File: config.mk
export PLATFORM = sky130hd
export DESIGN_NAME = frame_assembler
export DESIGN_NICKNAME = d
export VERILOG_FILES = /design/src/rtl/frame_pkg.sv /design/src/rtl/frame_assembler.sv
export SDC_FILE = /design/constraint.sdc
export NUM_CORES = 1
export LEC_CHECK = 0
export ABC_AREA = 1
export CORE_MARGIN = 2
export CORE_UTILIZATION = 31
export DETAILED_ROUTE_END_ITERATION = 12
export GPL_ROUTABILITY_DRIVEN = 1
export SYNTH_ARGS = -nofsm -noshare
export SYNTH_HDL_FRONTEND = slang
export SYNTH_SLANG_ARGS = --single-unit
File: constraint.sdc
create_clock -name clk -period 1.7 [get_ports clk]
set_input_delay 0.425 -clock clk [delete_from_list [all_inputs] [get_ports clk]]
set_output_delay 0.425 -clock clk [all_outputs]
set_load 0.03 [all_outputs]
File: src/rtl/frame_pkg.sv
// Shared widths and FSM state encoding for the serial frame assembler
// and the downstream decoder.
package frame_pkg;

  localparam int WORD_W    = 11;
  localparam int FIELD_W   = 3;
  localparam int PAYLOAD_W = 8;
  localparam int BCNT_W    = 4;

  typedef enum logic [1:0] {
    IDLE   = 2'd0,
    DATA   = 2'd1,
    PARITY = 2'd2,
    STOP   = 2'd3
  } state_t;

endpackage

File: src/rtl/frame_assembler.sv
// Serial frame assembler: start bit, 11 data bits MSB first,
// optional parity, stop bit; emits good words to the decoder.
module frame_assembler
  import frame_pkg::*;
#(
  parameter bit PARITY_EN  = 1'b1,
  parameter bit PARITY_ODD = 1'b0
) (
  input  logic              clk,
  input  logic              rst,
  input  logic              rx,
  input  logic              bit_valid,
  output logic [WORD_W-1:0] in,
  output logic              enable,
  output logic              frame_err,
  output logic [7:0]        frame_cnt
);

  localparam logic [BCNT_W-1:0] LAST = BCNT_W'(WORD_W - 1);

  state_t              state;
  logic [WORD_W-1:0]   shift;
  logic [BCNT_W-1:0]   bcnt;
  logic                parity_ok;
  logic                good_q;
  logic                par_exp;
  logic                stop_good;

  assign par_exp   = PARITY_ODD ? ~^shift : ^shift;
  assign stop_good = rx && (parity_ok || !PARITY_EN);

  // enable lags the load of in by one cycle so in is settled first
  always_ff @(posedge clk or posedge rst) begin
    if (rst) begin
      state     <= IDLE;
      shift     <= '0;
      bcnt      <= '0;
      parity_ok <= 1'b0;
      good_q    <= 1'b0;
      in        <= '0;
      enable    <= 1'b0;
      frame_err <= 1'b0;
      frame_cnt <= '0;
    end else begin
      good_q    <= 1'b0;
      frame_err <= 1'b0;
      enable    <= good_q;
      if (bit_valid) begin
        unique case (state)
          IDLE: begin
            if (!rx) begin
              state <= DATA;
              bcnt  <= '0;
            end
          end
          DATA: begin
            shift <= {shift[WORD_W-2:0], rx};
            bcnt  <= bcnt + 1'b1;
            if (bcnt == LAST)
              state <= PARITY_EN ? PARITY : STOP;
          end
          PARITY: begin
            parity_ok <= (rx == par_exp);
            state     <= STOP;
          end
          STOP: begin
            state <= IDLE;
            if (stop_good) begin
              in        <= shift;
              frame_cnt <= frame_cnt + 8'd1;
              good_q    <= 1'b1;
            end else begin
              frame_err <= 1'b1;
            end
          end
          default: state <= IDLE;
        endcase
      end
    end
  end

endmodule

==> PnR_summary.wiki <==
{| class="wikitable"
! Metric !! Value
|-
| Via density || 4.36
|-
| Vertical die dimension || 81.9 um
|-
| Critical register-to-register path endpoint || bcnt[3]
|-
| Setup slack of the most critical reg-to-reg path || 0.26 ns
|-
| Leakage power of the design || 1.32 nW
|-
| Maximum fanout along the worst path || 4
|-
| Result of the run || finished, final reports clean
|-
| Worst skew pair latency || 0.29 ns
|-
| Maximum ir drop on the vdd rail || 0.000616 V
|-
| Share of Yosys cell area claimed by the top area cell type || 0.532
|-
| CP max-delay cell || dfrtp_1
|-
| Syn Nets || 230
|-
| Total grt overflow || 0
|-
| Num CTS Buffers || 5
|-
| Number of buffers on the longest clock path || 2
|-
| Smallest setup slack after layout || about 0.17 ns
|-
| Path type of the worst min-delay path || reg -> reg
|-
| Horizontal die dimension || 81.9 um
|-
| Mean instance size in the synthesized netlist || 8.59 sq um
|-
| Largest net degree at the start of global routing || 41
|-
| Average detailed-routed wire length per instance || 9.94 um
|-
| Layout area overhead || 27.3%
|-
| Number of endpoints with negative hold slack in the final report || 0
|-
| Critical path required time || approximately 1.3 ns
|-
| Total power per unit cell area || between 1500 and 2000 nW/um^2
|-
| Path length in cells of the critical path || 1
|-
| Buffer cell driving the clock tree root || clkbuf_8
|-
| Total wire length after detailed routing || 3340 um
|-
| Unrepaired setup endpoints after global routing || false
|-
| Synthesized instance count || 219
|-
| Cell chain of the critical path || dlygate4sd2_1
|-
| Clock transition at the register clock pins on the worst setup and hold paths after CTS || 0.08 ns
|-
| Post-synthesis cell type count || 18
|-
| #FFs+latches synth || 40
|-
| Critical Path Source Type || register
|-
| Commonest non-fill, non-tap cell in the layout || nand2_1
|-
| Initial core utilization || 0.320
|-
| Clock tree from TritonCTS || built
|-
| Max transition margin || 0.796
|-
| Placement Rows || 28
|-
| Type of the setup path with the least slack || reg -> out
|-
| Overall global routing resource usage || 0.120
|-
| Setup Skew || 0.00919 ns
|-
| Global-route wire length before repair || 6130 um
|-
| Worst slack after detailed placement || -0.113 ns
|-
| Tightest Pin Transition || 0.307 ns
|-
| CORE AREA || 5890 sq um
|-
| Drt pass-1 iters || 4
|-
| Kind of cell adding the most delay to the critical path || flip-flops
|-
| Post-Route Utilization || 0.407
|-
| Maximum capacitance violations || 0
|-
| Number of antenna violations at the first check in global routing || 0
|-
| Arrival time at the worst endpoint || roughly 1.1 ns
|-
| Max H-tree Level || 2
|-
| Cell area after synthesis || 1880 sq um
|-
| Quantity of I/O buffers inserted on ports || 24
|-
| Num ports || 25
|-
| Share of layout cells above drive strength 1 || 0.103
|-
| Maximum clock rate || 0.652 GHz
|-
| Routability Congestion || 0.810
|-
| Number of global-route vias before repair || 1377
|-
| Count of antenna-violating nets left after detailed routing || 0
|-
| Count of unresolved DRC violations after routing || 0
|-
| Largest stage delay on the critical path || ~0.41 ns
|-
| Count of cells along the worst register-to-register path || 10
|-
| Number of vias in the routed layout || 1466
|-
| Count of inserted antenna diode cells || 0
|-
| Full die area || approximately 6700 sq um
|-
| Final period utilization || 0.902
|-
| Leading post-synthesis cells by cell area || dfrtp_1, nand2_1, inv_1, ha_1, o21ai_0
|-
| Clock net sink count || 40
|-
| Crit Reg-Reg Startpoint || state[0]
|-
| Top library cells by usage in the layout, fill and taps aside || nand2_1, dfrtp_1, inv_1
|-
| Termination of the worst setup path || frame_cnt[4]
|-
| Worst Setup SP || frame_cnt[4]
|-
| Count of buffer and inverter cells on the critical path || 1
|-
| Final hold slack || 0.355 ns
|-
| Cell Count Post-Placement || 328
|-
| Total half-perimeter wirelength after legalization and detailed placement || 2420 um
|-
| Net count reported at finish || 271
|-
| Setup TNS || 0 ns
|-
| Number of warnings issued by yosys || 0
|-
| Final Instance Count excl. Fillers || 336
|-
| Cell type contributing the most total cell area after synthesis || dfrtp_1
|-
| Portion of the post-synthesis area used by sequential elements || 0.532
|-
| Final setup violating endpoints || 0
|-
| Final Max Slew Viols || 0
|-
| Time the final worst path needs with I/O delays and setup || between 1.5 and 2 ns
|-
| Count of routing violations after the opening detailed-route iteration || 67
|-
| Critical Path End Type || output pin
|}
layer usage:
metal,share of wire,wire (um),track usage
met3,0.038,127,0.0330
met1,0.50,1660,0.149
met4,0.019,64,0.0550
met5,0,0,0
met2,0.44,1490,0.193
kinds of logic after synthesis:
| family | synth area share |
|---|---|
| AND/OR/NAND/NOR | 0.231 |
| flip-flops | 0.532 |
| AO/OA/AOI/OAI | 0.0798 |
| buffers and inverters | 0.0592 |
| XOR/XNOR | 0.0512 |
| adder cells (fa/ha/maj) | 0.0466 |
worst min-delay path by stage:
stage,cells after the start,startpoint,to,slack [ns]
after floorplan,0,good_q,enable,0.33
after global placement,0,good_q,enable,0.33
after detailed placement,0,good_q,enable,0.34
after CTS,0,good_q,enable,0.36
after global routing,0,good_q,enable,0.37
final,0,good_q,enable,0.35
repair_timing:
item                                    CTS  global route
resized for setup                        21             0
hold buffers                              0             0
buffers inserted                          0             0
endpoints found under the setup margin   21             0
cell usage after synthesis:
cell,n
a21oi_1,4
buf_2,2
clkbuf_1,2
dfrtp_1,40
ha_1,7
inv_1,25
nand2_1,79
nand2_2,2
nand3_1,4
nand4_4,1
nor2_1,11
nor2_2,2
nor2_8,1
nor3_1,2
o21ai_0,15
o21ai_1,11
xnor2_1,6
xor2_1,5
final cells by class:
cell class,instances,area [sq um]
Fill cell,628,3490
Inverter,25,93.8
Clock buffer,7,86.3
Multi-Input combinational cell,150,768
Timing Repair Buffer,38,344
Tap cell,75,93.8
Clock inverter,1,7.51
Sequential cell,40,1000
where the power goes:
group	internal (mW)	switching, mW
clock network	0.330	0.329
registers	1.23	0.230
logic	0.567	0.935
registers in the layout, summed over array words and instances, names as in the netlist:
signal	flops
shift	11
frame_err	1
parity_ok	1
state	2
good_q	1
in	11
bcnt	4
frame_cnt	8
enable	1
per-stage QoR:
| step | area [sq um] | power, mW |
|---|---|---|
| floorplan | 1880 | 2.57 |
| global placement | 2330 | 3.03 |
| detailed placement | 2330 | 3.08 |
| CTS | 2390 | 3.67 |
| global route | 2390 | 4.00 |
| finish | 2390 | 3.62 |
Power figures use the tool's default switching activity.
